## config.mk

```make
export PLATFORM = sky130hd
export DESIGN_NAME = i2s_slave_port
export DESIGN_NICKNAME = d
export VERILOG_FILES = /design/src/rtl/i2s_slave_port.sv
export SDC_FILE = /design/constraint.sdc
export NUM_CORES = 1
export LEC_CHECK = 0
export BUFFER_PORTS_ARGS = -buffer_cell sky130_fd_sc_hd__buf_2
export CELL_PAD_IN_SITES_DETAIL_PLACEMENT = 0
export CELL_PAD_IN_SITES_GLOBAL_PLACEMENT = 1
export CORE_MARGIN = 3
export CORE_UTILIZATION = 35
export DETAILED_ROUTE_END_ITERATION = 6
export GPL_TIMING_DRIVEN = 0
export HOLD_SLACK_MARGIN = 0.08
export PLACE_DENSITY_LB_ADDON = 0.05
export SLEW_MARGIN = 30
export SYNTH_ARGS = -nofsm -noshare
export SYNTH_HDL_FRONTEND = slang
export SYNTH_SLANG_ARGS = --single-unit
```

## constraint.sdc

```tcl
create_clock -name clk -period 2.7 [get_ports clk]
set_clock_uncertainty 0.2 [all_clocks]
set_input_delay 0.54 -clock clk [delete_from_list [all_inputs] [get_ports clk]]
set_output_delay 0.54 -clock clk [all_outputs]
set_load 0.01 [all_outputs]
```

## src/rtl/i2s_slave_port.sv

```systemverilog
// I2S target endpoint: oversamples external BCLK/LRCLK, deserialises stereo
// ADC words and serialises stereo DAC words through a one-pair pending buffer.
// Build option I2S_UNDERRUN_REPEAT_EN: on DAC underrun repeat the last pair
// instead of sending silence.
`timescale 1ns/1ps
module i2s_slave_port #(
    parameter int unsigned DATA_WIDTH  = 16,
    parameter int unsigned SLOT_BITS   = 32,
    parameter int unsigned SYNC_STAGES = 2
) (
    input  logic                  clk,
    input  logic                  rst,
    input  logic                  i2s_bclk,
    input  logic                  i2s_lrclk,
    input  logic                  i2s_sdata_in,
    output logic                  i2s_sdata_out,
    output logic [DATA_WIDTH-1:0] adc_left_out,
    output logic [DATA_WIDTH-1:0] adc_right_out,
    output logic                  adc_data_valid,
    input  logic [DATA_WIDTH-1:0] dac_left_in,
    input  logic [DATA_WIDTH-1:0] dac_right_in,
    input  logic                  dac_data_valid,
    output logic                  dac_ready,
    output logic                  dac_underrun,
    output logic                  frame_error
);
    localparam int unsigned DW = DATA_WIDTH;
    localparam int unsigned CW = $clog2(SLOT_BITS + 1);

    logic [SYNC_STAGES-1:0] bclk_sync_q, lr_sync_q, sdi_sync_q;
    logic                   bclk_last_q;
    logic                   bclk_rise, bclk_fall, lr, sdi;

    logic          lr_prev_q, lr_prev_d, chan_q, chan_d, synced_q, synced_d;
    logic [CW-1:0] cnt_q, cnt_d;
    logic [DW-1:0] rx_sr_q, rx_sr_d, left_hold_q, left_hold_d;
    logic          left_ok_q, left_ok_d;
    logic [DW-1:0] adc_l_q, adc_l_d, adc_r_q, adc_r_d;
    logic          adc_vld_q, adc_vld_d, ferr_q, ferr_d, undr_q, undr_d;
    logic [DW-1:0] pend_l_q, pend_l_d, pend_r_q, pend_r_d;
    logic          pend_full_q, pend_full_d, ready_q, ready_d;
    logic [DW-1:0] act_l_q, act_l_d, act_r_q, act_r_d, tx_sr_q, tx_sr_d;
    logic          sdo_q, sdo_d;
    logic          boundary, left_start;

    // Input synchronisers plus BCLK edge-detect flop
    always_ff @(posedge clk) begin
        if (rst) begin
            bclk_sync_q <= '0;
            lr_sync_q   <= '0;
            sdi_sync_q  <= '0;
            bclk_last_q <= 1'b0;
        end else begin
            bclk_sync_q <= {bclk_sync_q[SYNC_STAGES-2:0], i2s_bclk};
            lr_sync_q   <= {lr_sync_q[SYNC_STAGES-2:0], i2s_lrclk};
            sdi_sync_q  <= {sdi_sync_q[SYNC_STAGES-2:0], i2s_sdata_in};
            bclk_last_q <= bclk_sync_q[SYNC_STAGES-1];
        end
    end

    assign bclk_rise = bclk_sync_q[SYNC_STAGES-1] & ~bclk_last_q;
    assign bclk_fall = ~bclk_sync_q[SYNC_STAGES-1] & bclk_last_q;
    assign lr        = lr_sync_q[SYNC_STAGES-1];
    assign sdi       = sdi_sync_q[SYNC_STAGES-1];

    // Slot tracking, ADC capture, DAC buffering and serialisation
    always_comb begin
        lr_prev_d   = lr_prev_q;
        chan_d      = chan_q;
        synced_d    = synced_q;
        cnt_d       = cnt_q;
        rx_sr_d     = rx_sr_q;
        left_hold_d = left_hold_q;
        left_ok_d   = left_ok_q;
        adc_l_d     = adc_l_q;
        adc_r_d     = adc_r_q;
        adc_vld_d   = 1'b0;
        ferr_d      = 1'b0;
        undr_d      = 1'b0;
        pend_l_d    = pend_l_q;
        pend_r_d    = pend_r_q;
        pend_full_d = pend_full_q;
        act_l_d     = act_l_q;
        act_r_d     = act_r_q;
        tx_sr_d     = tx_sr_q;
        sdo_d       = sdo_q;
        boundary    = 1'b0;
        left_start  = 1'b0;

        if (bclk_rise) begin
            lr_prev_d = lr;
            if (lr != lr_prev_q) begin
                boundary = 1'b1;
                cnt_d    = '0;
                chan_d   = lr;
                if (synced_q && (cnt_q < CW'(DW))) begin
                    ferr_d = 1'b1;
                    if (!chan_q) left_ok_d = 1'b0;
                end
                if (!lr) begin
                    left_start = 1'b1;
                    synced_d   = 1'b1;
                    left_ok_d  = 1'b0;
                end
            end else begin
                if (cnt_q != CW'(SLOT_BITS)) cnt_d = cnt_q + CW'(1);
                if (synced_q) begin
                    if (cnt_q < CW'(DW)) rx_sr_d = {rx_sr_q[DW-2:0], sdi};
                    if (cnt_q == CW'(DW - 1)) begin
                        if (!chan_q) begin
                            left_hold_d = rx_sr_d;
                            left_ok_d   = 1'b1;
                        end else if (left_ok_q) begin
                            adc_l_d   = left_hold_q;
                            adc_r_d   = rx_sr_d;
                            adc_vld_d = 1'b1;
                        end
                    end
                    if (cnt_q == CW'(SLOT_BITS - 1)) begin
                        ferr_d    = 1'b1;
                        synced_d  = 1'b0;
                        left_ok_d = 1'b0;
                    end
                end
            end
        end

        if (left_start) begin
            if (pend_full_q) begin
                act_l_d     = pend_l_q;
                act_r_d     = pend_r_q;
                pend_full_d = 1'b0;
            end else begin
                undr_d = 1'b1;
`ifdef I2S_UNDERRUN_REPEAT_EN
                act_l_d = act_l_q;
                act_r_d = act_r_q;
`else
                act_l_d = '0;
                act_r_d = '0;
`endif
            end
        end

        if (boundary) tx_sr_d = lr ? act_r_d : act_l_d;

        if (dac_data_valid && ready_q) begin
            pend_l_d    = dac_left_in;
            pend_r_d    = dac_right_in;
            pend_full_d = 1'b1;
        end
        ready_d = ~pend_full_d;

        if (!synced_q) begin
            sdo_d = 1'b0;
        end else if (bclk_fall) begin
            sdo_d   = tx_sr_q[DW-1];
            tx_sr_d = {tx_sr_q[DW-2:0], 1'b0};
        end
    end

    // State and registered outputs
    always_ff @(posedge clk) begin
        if (rst) begin
            lr_prev_q   <= 1'b0;
            chan_q      <= 1'b0;
            synced_q    <= 1'b0;
            cnt_q       <= '0;
            rx_sr_q     <= '0;
            left_hold_q <= '0;
            left_ok_q   <= 1'b0;
            adc_l_q     <= '0;
            adc_r_q     <= '0;
            adc_vld_q   <= 1'b0;
            ferr_q      <= 1'b0;
            undr_q      <= 1'b0;
            pend_l_q    <= '0;
            pend_r_q    <= '0;
            pend_full_q <= 1'b0;
            ready_q     <= 1'b0;
            act_l_q     <= '0;
            act_r_q     <= '0;
            tx_sr_q     <= '0;
            sdo_q       <= 1'b0;
        end else begin
            lr_prev_q   <= lr_prev_d;
            chan_q      <= chan_d;
            synced_q    <= synced_d;
            cnt_q       <= cnt_d;
            rx_sr_q     <= rx_sr_d;
            left_hold_q <= left_hold_d;
            left_ok_q   <= left_ok_d;
            adc_l_q     <= adc_l_d;
            adc_r_q     <= adc_r_d;
            adc_vld_q   <= adc_vld_d;
            ferr_q      <= ferr_d;
            undr_q      <= undr_d;
            pend_l_q    <= pend_l_d;
            pend_r_q    <= pend_r_d;
            pend_full_q <= pend_full_d;
            ready_q     <= ready_d;
            act_l_q     <= act_l_d;
            act_r_q     <= act_r_d;
            tx_sr_q     <= tx_sr_d;
            sdo_q       <= sdo_d;
        end
    end

    assign i2s_sdata_out  = sdo_q;
    assign adc_left_out   = adc_l_q;
    assign adc_right_out  = adc_r_q;
    assign adc_data_valid = adc_vld_q;
    assign dac_ready      = ready_q;
    assign dac_underrun   = undr_q;
    assign frame_error    = ferr_q;
endmodule

```

# Word level (Yosys, flattened, before mapping)
# Cells that the tools add are included.
[word_totals] register_bits=167 inputBits=38 out_inout_bits=37 word_cells=97
[classes] addsub=1 order_cmp=1 eq_ne=8 n_mux=36 bitwise_logic=11 reduce_logical=16
[ops] cell="$mux 16" count=9
[ops] cell="$mux 1" count=25
[ops] cell="$mux 6" count=2
[ops] cell="$reduce_and 6->1" count=2
[ops] cell="$not 1->1" count=9
[ops] cell="$add 6x1->6 const B" count=1
[ops] cell="$eq 6x4->1 const B" count=1
[ops] cell="$eq 6x5->1 const B" count=1
[ops] cell="$lt 6x5->1 const B" count=1
[ops] cell="$ne 6x6->1 const B" count=1
[ops] cell="$reduce_and 2->1" count=3
[ops] cell="$reduce_or 2->1" count=3
[ops] cell="$reduce_or 6->1" count=1
[ops] cell="$reduce_and 5->1" count=1
[ops] cell="$reduce_bool 2->1" count=2
[ops] cell="$ne 3x1->1 const B" count=1
[ops] cell="$ne 3x2->1 const B" count=1
[ops] cell="$ne 3x3->1 const B" count=1
[ops] cell="$reduce_and 3->1" count=1
[ops] cell="$reduce_bool 3->1" count=1
[ops] cell="$and 1x1->1" count=2
[ops] cell="$logic_and 1x1->1" count=2
[ops] cell="$ne 2x2->1 const B" count=1
[ops] cell="$ne 1x1->1" count=1

# Logic depth before layout (Yosys ltp)
# Gate-level depths: netlist of run 1.
[depth] ltp_word=8 mapped_depth=9 mapped_depth_nobuf=6

# Least setup slack after synthesis of run 1
# Ideal clock, no wire load.
[synth_path] path_kind="flip-flop to flip-flop" start="register lr_sync_q[1]" end="register tx_sr_q[10]" setup_ns=0.059 arrival_time_ns=2.089 required_ns=2.441 slack_ns=0.352 stages_incl_launch_ff=10 path_buffers=3 period_less_slack_ns=2.348 path_cell_list="dfxtp_1 > inv_1 > ha_1 > buf_4 > nor3b_4 > and4_1 > buf_4 > buf_6 > a22o_1 > o221a_2"
[synth_between] elab_chain_len=8 word_cells_on_any_way=12 cone_classes="eq/ne (1); mux (11)"
[synth_lines] element="start: declaration" line="30" rtl="logic [SYNC_STAGES-1:0] bclk_sync_q, lr_sync_q, sdi_sync_q;"
[synth_lines] element="start signal: assignment" line="55" rtl="lr_sync_q <= {lr_sync_q[SYNC_STAGES-2:0], i2s_lrclk};"
[synth_lines] element="$mux 1 or $ne 1x1->1 (tied branches)" line="100, 92"
[synth_lines] element="$mux 1" line="92" rtl="if (lr != lr_prev_q) begin"
[synth_lines] element="$mux 1" line="90" rtl="if (bclk_rise) begin"
[synth_lines] element="$mux 16" line="128" rtl="if (left_start) begin"
[synth_lines] element="$mux 16" line="145" rtl="if (boundary) tx_sr_d = lr ? act_r_d : act_l_d;"
[synth_lines] element="$mux 16 *" line="145"
[synth_lines] element="$mux 16" line="156" rtl="end else if (bclk_fall) begin"
[synth_lines] element="$mux 16 *" line="154" rtl="if (!synced_q) begin"
[synth_lines] element="end signal: assignment" line="204" rtl="tx_sr_q <= tx_sr_d;"
[synth_lines] element="end: declaration" line="42" rtl="logic [DW-1:0] act_l_q, act_l_d, act_r_q, act_r_d, tx_sr_q, tx_sr_d;"
# Mark *: on every way between the ends. The rest lies on a longest branch, timed or not.
# A chain may end at the register's enable or synchronous reset.

# Worst setup path in the final report of run 1
[layout_path] start="register lr_sync_q[1]" end="register tx_sr_q[2]"
# The elaborated chain is that of the path after synthesis.

==> load_flow_metrics.sql, run 1 <==
INSERT INTO impl_metrics (metric_group, metric, value, unit) VALUES
('floorplan', 'dieWidth', '146', 'um'),
('logic_synthesis', 'netlist_instances', '806', ''),
('setup_path', 'worst_setup_path_start_kind', 'flop', ''),
('logic_synthesis', 'ys_seq_area_share', '48.4', '%'),
('timing', 'layout_worst_path_cycle_share', '94.9', '%'),
('flow_run', 'cap_violations', '0', ''),
('logic_synthesis', 'synth_fp_nets', '848', ''),
('cts', 'tritoncts.num_buffers', '17', ''),
('logic_synthesis', 'count_of_flip_flops_with_a_built_in_enable_after_synthesis', '0', ''),
('logic_synthesis', 'synth_top_area_share', '48.4', '%'),
('floorplan', 'initial_utilization', '36.3', '%'),
('finish', 'final_nets', '947', ''),
('logic_synthesis', 'mappedNetlistArea', '0.00690', 'sq mm'),
('logic_synthesis', 'synth.top_cells.by_area', 'sky130_fd_sc_hd__dfxtp_1 (48%), sky130_fd_sc_hd__nand2_1 (8.6%), sky130_fd_sc_hd__a21oi_1 (7.8%), sky130_fd_sc_hd__a211oi_1 (3.5%), sky130_fd_sc_hd__nor2_1 (3.1%)', ''),
('floorplan', 'ioPinCount', '75', ''),
('setup_path', 'path_class', 'reg -> reg', ''),
('finish', 'antenna_cells', '0', ''),
('route', 'detail_route.first_pass.iterations', '5', ''),
('logic_synthesis', 'number_of_library_cell_types_mapped_by_synthesis', '55', ''),
('route', 'viasPerCell', '5.11', ''),
('timing', 'hold_viol_final', '0', ''),
('cts', 'clock-sinks', '167', ''),
('route', 'vias', '6017', ''),
('setup_path', 'maximum_single_stage_delay_on_the_critical_path', '0.41', 'ns'),
('logic_synthesis', 'synth-async-reset-ratio', '0', '%'),
('route', 'wl_per_instance', '16.7', 'um'),
('timing', 'rsz0062_at_grt', 'false', ''),
('placed_design', 'detailed_place_hpwl', '14.7', 'mm'),
('setup_path', 'path_common_cell', 'sky130_fd_sc_hd__buf_4', ''),
('setup_path', 'timing.critical_path.cells', 'clkinvlp_4 > ha_4 > buf_4 > nand2b_1 > buf_2 > nor4_4 > buf_4 > buf_4 > a22o_1 > o221a_2', ''),
('timing', 'layout_min_cycle_time', '2.56', 'ns'),
('pwr', 'power_density', '608', 'mW/mm^2'),
('setup_path', 'slowest_stage', 'sky130_fd_sc_hd__nor4_4', ''),
('route', 'postRouteAntennaNets', '0', ''),
('global_route', 'first_global_vias', '5568', ''),
('logic_synthesis', 'synth-main-ff-cell', 'sky130_fd_sc_hd__dfxtp_1', ''),
('timing', 'maxSlewViolCount', '0', ''),
('route', 'drcViolationCount', '0', ''),
('global_route', 'maximum_number_of_pins_on_one_net_before_global_route_repair', '17', ''),
('floorplan', 'dieArea', '0.0214', 'sq mm'),
('logic_synthesis', 'synthMostInstantiatedCell', 'sky130_fd_sc_hd__dfxtp_1', ''),
('timing', 'tightestPinTransition', '0.765', 'ns'),
('cts', 'tritoncts', 'done', ''),
('setup_path', 'critPathBufInv', '5', ''),
('placed_design', 'port-buffer-count', '73', ''),
('floorplan', 'floorplan.core_area', '0.0190', 'sq mm'),
('placed_design', 'gpl.final_weighted_congestion', '0.827', ''),
('logic_synthesis', 'synth_seq_cells', '167', ''),
('finish', 'drive_above_1_share', '19.5', '%'),
('timing', 'worst_hold_slack', '0.126', 'ns'),
('timing', 'setup-violations-final', '0', ''),
('cts', 'clkSlewWorstSetupHoldPaths', '0.07', 'ns'),
('setup_path', 'critPathArrivalTime', '2.73', 'ns'),
('logic_synthesis', 'netlist_top_cells_count', 'sky130_fd_sc_hd__dfxtp_1 (167), sky130_fd_sc_hd__nand2_1 (159), sky130_fd_sc_hd__a21oi_1 (108)', ''),
('outcome', 'run_status', 'complete, no violations', ''),
('cts', 'max-clock-path-buffers', '2', ''),
('setup_path', 'kind_of_cell_with_the_highest_combined_delay_on_the_critical_path', 'buffers and inverters', ''),
('pwr', 'irDropWorstVdd', '385', 'uV'),
('cts', 'clock_latency', '0.42', 'ns'),
('cts', 'cts.htree.levels', '4', ''),
('logic_synthesis', 'synthesis.area_per_instance', '8.56', 'sq um'),
('route', 'route.final.wire_length', '19.7', 'mm'),
('setup_path', 'critical_path.max_fanout', '10', ''),
('floorplan', 'rows', '50', ''),
('global_route', 'globalRouteOverflowTotal', '0', ''),
('global_route', 'antenna_found_initial', '0', ''),
('pwr', 'total_leakage_power', '3.01', 'nW'),
('logic_synthesis', 'yosysWarnings', '0', ''),
('setup_path', 'setup.worst_path.end_class', 'flop', ''),
('hold_path', 'min_path_type', 'in -> reg', ''),
('floorplan', 'die-height', '146', 'um');
layer usage:
metal | vias to the layer above | global-route usage [%] | share of wire (%)
met1 | 2875 | 28.4 | 53
met2 | 124 | 25.5 | 42
met5 | - | 0 | 0
met4 | 0 | 4.05 | 0.74
met3 | 12 | 3.76 | 4.8
li1 | 3006 | - | -
repair_timing:
item,4_1_cts,5_1_grt
setup buffers,2,5
hold endpoints to repair,0,0
gates resized for setup,2,6
endpoints found under the setup margin,20,17
hold buffers,0,0
pin swaps,1,1
worst paths after layout:
path,cells past startpoint,from,endpoint,slack (ns)
worst max-delay path,10,lr_sync_q[1],tx_sr_q[2],0.14
worst min-delay path,2,i2s_sdata_in,sdi_sync_q[0],0.13
worst max register to register,10,lr_sync_q[1],tx_sr_q[2],0.14
worst min register to register,1,lr_sync_q[0],lr_sync_q[1],0.23
metrics by stage:
step	utilization, %	cells	worst slack (ns)	area, sq um	total power, mW
6_report	43.2	1178	0.138	8220	5.00
2_1_floorplan	-	806	0.352	6900	2.69
3_5_place_dp	39.9	1139	-0.236	7590	2.79
3_3_place_gp	39.9	1139	-0.270	7590	2.78
5_1_grt	43.2	1178	0.0296	8220	5.18
4_1_cts	42.9	1173	0.000542	8160	5.05
cells in the final DEF (no fill, tap or decap), drive strengths merged, types with 2 or more instances in the layout:
cell type  Yosys  final
nand2        169    169
dfxtp        167    167
a21oi        116    116
buf           31    111
clkbuf        38     60
nor2          58     58
nand3         33     33
a211oi        32     32
nor2b         24     24
mux2i         16     16
a31oi         15     15
o22ai         14     14
a22o          14     14
o221a         14     14
inv            8      8
clkinv         0      6
o21ai          5      5
clkinvlp       0      4
nand2b         4      4
mux2           4      4
ha             4      4
nand4          3      3
and3           3      3
nor4           3      3
nand4b         3      3
nor3           3      3
and2           2      2
a21o           2      2
a41oi          2      2
xnor2          2      2
xor2           2      2
nor3b          2      2
kinds of logic after synthesis:
| logic type | Yosys count | synth area share (%) |
|---|---|---|
| and+or+nand+nor | 313 | 21.5 |
| AOI/OAI and AO/OA | 221 | 20.7 |
| adders and majority gates | 4 | 0.725 |
| buffers and inverters | 77 | 5.15 |
| DFF | 167 | 48.4 |
| xor gates and xnor gates | 4 | 0.508 |
| muxes | 20 | 2.97 |
power by group:
part	switching (mW)	internal, mW
Clock	1.01	1.25
Sequential	0.0294	2.49
Combinational	0.143	0.0685
Total	1.18	3.82
area by class of cell:
type | instances | area [sq um]
fillers | 1983 | 10800
repair buffers | 80 | 418
clock inverters | 10 | 72.6
inverters | 8 | 33.8
well taps | 260 | 325
multi-input cells | 562 | 3220
plain buffers | 69 | 330
flip-flops and latches | 167 | 3350
clock buffers | 22 | 474
Power figures use the tool's default switching activity.
==> run 2: changes to the inputs <==
--- a/config.mk
+++ b/config.mk
@@ -10,2 +10,3 @@
 export CELL_PAD_IN_SITES_GLOBAL_PLACEMENT = 1
+export CORE_ASPECT_RATIO = 1.5
 export CORE_MARGIN = 3
==> constraint.sdc (replaced) <==
create_clock -name clk -period 2.95 [get_ports clk]
set_clock_uncertainty 0.2 [all_clocks]
set_input_delay 0.59 -clock clk [delete_from_list [all_inputs] [get_ports clk]]
set_output_delay 0.59 -clock clk [all_outputs]
set_load 0.02 [all_outputs]
==> run 2 against run 1 <==
First-iteration DRC count fell by 28%; sequential cell count did not move; count of clock-buffer cells in the layout fell by 4; power fell by 6.3%; routed wire length fell by 1.7%; clock power fell by 4%; critical path type unchanged; largest power group unchanged.
==> load_flow_metrics.sql, run 2 (same netlist as run 1, synthesis figures left out) <==
INSERT INTO impl_metrics (metric_group, metric, value, unit) VALUES
('floorplan', 'initial_utilization', '35.9', '%'),
('finish', 'area_occupied_by_multi_input_gates', '0.00320', 'sq mm'),
('timing', 'maxSlewViolCount', '0', ''),
('floorplan', 'die-height', '178', 'um'),
('hold_path', 'min_path_type', 'in -> reg', ''),
('floorplan', 'dieWidth', '121', 'um'),
('cts', 'clock-sinks', '167', ''),
('cts', 'max-clock-path-buffers', '2', ''),
('floorplan', 'dieArea', '0.0215', 'sq mm'),
('timing', 'layout_worst_path_cycle_share', '95.7', '%'),
('route', 'viasPerCell', '5.06', ''),
('setup_path', 'startpoint', 'lr_sync_q[1]', ''),
('timing', 'finalWorstSetupSlack', '0.127', 'ns'),
('finish', 'regArea', '0.00334', 'sq mm'),
('timing', 'setup-violations-final', '0', ''),
('setup_path', 'critical_path.reg2reg.endpoint', 'tx_sr_q[7]', ''),
('pwr', 'total_leakage_power', '2.98', 'nW'),
('global_route', 'grt_usage', '18.5', '%'),
('timing', 'maxClockFrequency', '354', 'MHz'),
('global_route', 'antenna_found_initial', '0', ''),
('route', 'wl_per_instance', '16.6', 'um'),
('placed_design', 'detailed_place_hpwl', '14.7', 'mm'),
('finish', 'final_nets', '940', ''),
('global_route', 'maximum_number_of_pins_on_one_net_before_global_route_repair', '17', ''),
('floorplan', 'ioPinCount', '75', ''),
('finish', 'syn_to_final_growth', '18.4', '%'),
('placed_design', 'dp_worst_setup_slack', '-0.112', 'ns'),
('cts', 'clock-root-buffer', 'sky130_fd_sc_hd__clkbuf_16', ''),
('pwr', 'irDropWorstVdd', '336', 'uV'),
('cts', 'tritoncts', 'done', ''),
('timing', 'tightestPinTransition', '0.711', 'ns'),
('setup_path', 'worst_setup_path_start_kind', 'flop', ''),
('placed_design', 'port-buffer-count', '73', ''),
('setup_path', 'critPathArrivalTime', '2.99', 'ns'),
('outcome', 'run_status', 'complete, no violations', ''),
('flow_run', 'cap_violations', '0', ''),
('setup_path', 'r2r_slack', '0.13', 'ns'),
('finish', 'design_area', '0.00817', 'sq mm'),
('cts', 'clock_latency', '0.43', 'ns'),
('route', 'drt_iter0_markers', '301', ''),
('finish', 'drive_above_1_share', '18.9', '%'),
('setup_path', 'timing.critical_path.required', '3.12', 'ns'),
('floorplan', 'floorplan.core_area', '0.0192', 'sq mm'),
('finish', 'layout.filler_cells', '2065', ''),
('cts', 'cts.htree.levels', '4', ''),
('setup_path', 'setup.worst_path.end_class', 'flop', ''),
('timing', 'layout_min_cycle_time', '2.82', 'ns'),
('floorplan', 'rows', '62', ''),
('setup_path', 'path_class', 'reg -> reg', ''),
('placed_design', 'postPlaceCellArea', '0.00759', 'sq mm'),
('finish', 'layout_commonest_cell', 'sky130_fd_sc_hd__dfxtp_1', ''),
('cts', 'clkSlewWorstSetupHoldPaths', '0.07', 'ns'),
('finish', 'final_cell_mix', 'sky130_fd_sc_hd__dfxtp_1 (166), sky130_fd_sc_hd__nand2_1 (159), sky130_fd_sc_hd__a21oi_1 (108), sky130_fd_sc_hd__buf_2 (87), sky130_fd_sc_hd__nor2_1 (57)', ''),
('route', 'drcViolationCount', '0', ''),
('placed_design', 'gpl.final_weighted_congestion', '0.859', ''),
('timing', 'hold_viol_final', '0', ''),
('route', 'detail_route.first_pass.iterations', '5', ''),
('setup_path', 'critical_path.max_fanout', '10', ''),
('setup_path', 'crit-reg2reg-launch', 'lr_sync_q[1]', ''),
('route', 'postRouteAntennaNets', '0', ''),
('setup_path', 'r2r_cells', '7', ''),
('global_route', 'wire_length_of_the_first_global_routing_pass', '30.8', 'mm'),
('route', 'vias', '5906', ''),
('finish', 'antenna_cells', '0', ''),
('timing', 'max-slew-margin-rel', '52.6', '%'),
('pwr', 'power_density', '573', 'mW/mm^2'),
('cts', 'tritoncts.num_buffers', '17', ''),
('global_route', 'first_global_vias', '5734', ''),
('setup_path', 'critPathCapture', 'tx_sr_q[7]', ''),
('route', 'route.final.wire_length', '19.4', 'mm'),
('global_route', 'globalRouteOverflowTotal', '0', ''),
('timing', 'rsz0062_at_grt', 'false', '');
-- run 2: final cells by class --
cell class	count	area share, %
Sequential cell	167	40.9
Multi-Input combinational cell	562	39.2
Clock buffer	18	5.38
Timing Repair Buffer	73	4.47
Buffer	69	4.00
Tap cell	256	3.92
Clock inverter	14	1.72
Inverter	8	0.368
-- run 2: timing repair --
action,CTS,global route
gates resized for setup,1,3
endpoints found under the hold margin,0,0
endpoints found under the setup margin,4,16
hold buffers,0,0
buffers inserted,0,0
-- run 2: how the worst min path moves through the flow --
| stage | to | from | slack (ns) | depth (start not counted) |
|---|---|---|---|---|
| floorplan | bclk_sync_q[1] | bclk_sync_q[0] | 0.21 | 1 |
| global placement | sdi_sync_q[1] | sdi_sync_q[0] | 0.22 | 1 |
| detailed placement | sdi_sync_q[1] | sdi_sync_q[0] | 0.23 | 1 |
| CTS | lr_sync_q[0] | i2s_lrclk | 0.16 | 2 |
| global route | lr_sync_q[0] | i2s_lrclk | 0.19 | 2 |
| finish | lr_sync_q[0] | i2s_lrclk | 0.17 | 2 |
-- run 2: through the flow --
step | utilization (%) | TNS [ns] | cells | power (mW) | hold WS, ns
finish | 42.5 | 0 | 1167 | 4.68 | 0.167
global route | 42.5 | 0 | 1167 | 4.86 | 0.185
CTS | 42.4 | 0 | 1167 | 4.75 | 0.156
detailed placement | 39.4 | -0.403 | 1135 | 2.56 | 0.234
global placement | 39.4 | -0.254 | 1135 | 2.55 | 0.222
floorplan | - | 0 | 806 | 2.47 | 0.214
-- run 2: per-layer routing --
metal | global-route usage, % | vias up | wire (um)
li1 | - | 2995 | -
met1 | 20.4 | 2736 | 7840
met2 | 33.6 | 135 | 10000
met3 | 3.30 | 40 | 689
met4 | 9.26 | 0 | 796
met5 | 0 | - | 0
-- run 2: worst max-delay path, cell delays in order, from the launching register on --
cell                       delay (ns)
sky130_fd_sc_hd__dfxtp_2         0.39
sky130_fd_sc_hd__inv_1           0.18
sky130_fd_sc_hd__ha_1            0.43
sky130_fd_sc_hd__buf_2           0.33
sky130_fd_sc_hd__clkbuf_1        0.47
sky130_fd_sc_hd__a31oi_1         0.29
sky130_fd_sc_hd__o22ai_1         0.24
sky130_fd_sc_hd__o221a_2         0.21
-- run 2: power by group --
part | internal (mW) | switching [mW]
sequential | 2.28 | 0.0260
combinational | 0.0595 | 0.134
clock | 1.20 | 0.976
total | 3.55 | 1.14
==> run 3: changes to the inputs <==
CELL_PAD_IN_SITES_DETAIL_PLACEMENT = not set   (was 0)
CELL_PAD_IN_SITES_GLOBAL_PLACEMENT = not set   (was 1)
CORE_UTILIZATION = 63   (was 35)
==> run 3 against run 2 <==
Setup slack improved by 0.061 ns; combinational power decreased by 3%; sequential cell count unchanged; sequential power about the same; register-to-register slack improved by 0.06 ns; power decreased by 2.3%; die area decreased by 43%; first-iteration DRC count increased by 2.7%; cell area decreased by 2.0%; critical endpoint is now tx_sr_q[14]; largest cell class unchanged.
==> load_flow_metrics.sql, run 3 (same netlist as run 1, synthesis figures left out) <==
INSERT INTO impl_metrics (metric_group, metric, value, unit) VALUES
('outcome', 'run_status', 'complete, no violations', ''),
('setup_path', 'worst_setup_path_start_kind', 'flop', ''),
('hold_path', 'hold_start', 'i2s_lrclk', ''),
('pwr', 'swShare', '23.5', '%'),
('floorplan', 'dieArea', '0.0123', 'sq mm'),
('route', 'detail_route.first_pass.iterations', '5', ''),
('route', 'route.final.wire_length', '17.6', 'mm'),
('cts', 'clock-root-buffer', 'sky130_fd_sc_hd__clkbuf_16', ''),
('cts', 'clkSlewWorstSetupHoldPaths', '0.06', 'ns'),
('cts', 'cts.htree.levels', '4', ''),
('cts', 'tritoncts.num_buffers', '17', ''),
('finish', 'syn_to_final_growth', '16.0', '%'),
('placed_design', 'gpl.final_weighted_congestion', '0.931', ''),
('finish', 'final_cell_mix', 'sky130_fd_sc_hd__dfxtp_1 (166), sky130_fd_sc_hd__nand2_1 (159), sky130_fd_sc_hd__a21oi_1 (108), sky130_fd_sc_hd__buf_2 (87), sky130_fd_sc_hd__nor2_1 (57)', ''),
('hold_path', 'min_delay_worst_endpoint', 'lr_sync_q[0]', ''),
('route', 'vias', '6076', ''),
('timing', 'layout_worst_path_cycle_share', '93.6', '%'),
('hold_path', 'whs_path_depth', '2', ''),
('setup_path', 'r2r_cells', '8', ''),
('route', 'drt_iter0_markers', '309', ''),
('route', 'wl_per_instance', '16.7', 'um'),
('placed_design', 'postPlaceCellArea', '0.00745', 'sq mm'),
('finish', 'drive_above_1_share', '18.8', '%'),
('route', 'viasPerCell', '5.76', ''),
('cts', 'max-clock-path-buffers', '2', ''),
('global_route', 'globalRouteOverflowTotal', '0', ''),
('cts', 'tritoncts', 'done', ''),
('setup_path', 'r2r_slack', '0.19', 'ns'),
('pwr', 'power_density', '571', 'mW/mm^2'),
('finish', 'antenna_cells', '0', ''),
('cts', 'clock-sinks', '167', ''),
('timing', 'max-slew-margin-rel', '58.6', '%'),
('global_route', 'grt_usage', '29.0', '%'),
('pwr', 'irDropWorstVdd', '457', 'uV'),
('floorplan', 'floorplan.core_area', '0.0106', 'sq mm'),
('timing', 'maxSlewViolCount', '0', ''),
('cts', 'post_cts_resized', '0', ''),
('finish', 'layout_commonest_cell', 'sky130_fd_sc_hd__dfxtp_1', ''),
('finish', 'regArea', '0.00334', 'sq mm'),
('finish', 'final_nets', '940', ''),
('setup_path', 'path_class', 'reg -> reg', ''),
('pwr', 'total_leakage_power', '2.98', 'nW'),
('cts', 'post_cts.repair.setup_buffers', '0', ''),
('global_route', 'antenna_found_initial', '0', ''),
('floorplan', 'initial_utilization', '64.8', '%'),
('setup_path', 'critical_path.reg2reg.endpoint', 'tx_sr_q[14]', ''),
('timing', 'tightestPinTransition', '0.620', 'ns'),
('pwr', 'power.clock.fraction', '45.4', '%'),
('global_route', 'first_global_vias', '5928', ''),
('global_route', 'maximum_number_of_pins_on_one_net_before_global_route_repair', '17', ''),
('hold_path', 'min_path_type', 'in -> reg', ''),
('floorplan', 'die-height', '134', 'um'),
('route', 'postRouteAntennaNets', '0', ''),
('pwr', 'pwr-share-seq', '50.5', '%'),
('timing', 'hold_viol_final', '0', ''),
('timing', 'setup-violations-final', '0', ''),
('setup_path', 'setup.worst_path.end_class', 'flop', ''),
('timing', 'rsz0062_at_grt', 'false', ''),
('placed_design', 'port-buffer-count', '73', ''),
('pwr', 'combinationalPowerShare', '4.1', '%'),
('timing', 'maxClockFrequency', '362', 'MHz'),
('timing', 'layout_min_cycle_time', '2.76', 'ns'),
('cts', 'clock_latency', '0.42', 'ns'),
('finish', 'layout.filler_cells', '798', ''),
('finish', 'area_occupied_by_multi_input_gates', '0.00320', 'sq mm'),
('pwr', 'cellInternalPower', '3.50', 'mW'),
('route', 'drcViolationCount', '0', ''),
('pwr', 'switchingPower', '1.08', 'mW'),
('floorplan', 'rows', '46', ''),
('setup_path', 'critPathArrivalTime', '2.92', 'ns'),
('floorplan', 'ioPinCount', '75', ''),
('timing', 'totalNegativeSetupSlack', '0', 'ns'),
('setup_path', 'crit-reg2reg-launch', 'lr_sync_q[1]', ''),
('flow_run', 'cap_violations', '0', ''),
('placed_design', 'detailed_place_hpwl', '13.0', 'mm'),
('setup_path', 'critical_path.max_fanout', '10', ''),
('finish', 'design_area', '0.00801', 'sq mm'),
('setup_path', 'timing.critical_path.required', '3.11', 'ns'),
('floorplan', 'dieWidth', '91.5', 'um'),
('global_route', 'wire_length_of_the_first_global_routing_pass', '28.3', 'mm'),
('cts', 'hold_buffers', '0', '');
-- run 3: cell types whose count changed in the layout (fill, tap and decap cells not counted), sizes merged --
cell	delta
clkbuf	+2
clkinvlp	-2
bufinv	-1
clkinv	+1
-- run 3: cell type report --
cell class | instances | share of cell area [%]
clock inverter | 12 | 1.16
timing repair buffer | 73 | 4.56
tap | 144 | 2.25
buffer | 69 | 4.06
clock buffer | 20 | 5.83
sequential | 167 | 41.8
multi-input combinational | 562 | 40.0
inverter | 8 | 0.375
-- run 3: metrics by stage --
step,power (mW),worst slack (ns),hold WS [ns],utilization (%),std cells
final,4.58,0.189,0.174,75.2,1055
after global routing,4.70,0.0711,0.173,75.2,1055
after CTS,4.59,0.00898,0.172,75.2,1055
after detailed placement,2.55,0.0401,0.242,69.9,1023
after global placement,2.54,0.0831,0.233,69.9,1023
after floorplan,2.47,0.602,0.214,-,806
-- run 3: power groups by stage --
stage	combinational, mW	sequential [mW]	clock (mW)
after global placement	0.179	2.36	0
final	0.188	2.31	2.08
after CTS	0.187	2.31	2.09
after floorplan	0.115	2.35	0
after global routing	0.207	2.31	2.18
after detailed placement	0.186	2.36	0
-- run 3: metal layers --
metal	GRT usage, %	wire [um]	up-vias
li1	-	-	2990
met3	5.56	936	33
met4	12.3	520	0
met2	54.7	9430	226
met1	30.9	6730	2827
met5	0	0	-
-- run 3: worst max-delay path: stages, from the launching register on --
cell	delay, ns
sky130_fd_sc_hd__dfxtp_2	0.45
sky130_fd_sc_hd__inv_1	0.16
sky130_fd_sc_hd__ha_1	0.37
sky130_fd_sc_hd__buf_4	0.20
sky130_fd_sc_hd__nor3b_4	0.39
sky130_fd_sc_hd__nand2_1	0.25
sky130_fd_sc_hd__buf_2	0.26
sky130_fd_sc_hd__o22ai_1	0.20
sky130_fd_sc_hd__o221a_1	0.22
-- run 3: worst max path at each step --
stage	startpoint	endpoint	cells past startpoint
6_report	lr_sync_q[1]	tx_sr_q[14]	8
4_1_cts	lr_sync_q[1]	cnt_q[4]	8
3_3_place_gp	lr_sync_q[1]	cnt_q[4]	8
3_5_place_dp	lr_sync_q[1]	cnt_q[2]	8
2_1_floorplan	lr_sync_q[1]	tx_sr_q[10]	9
5_1_grt	lr_sync_q[1]	tx_sr_q[6]	8
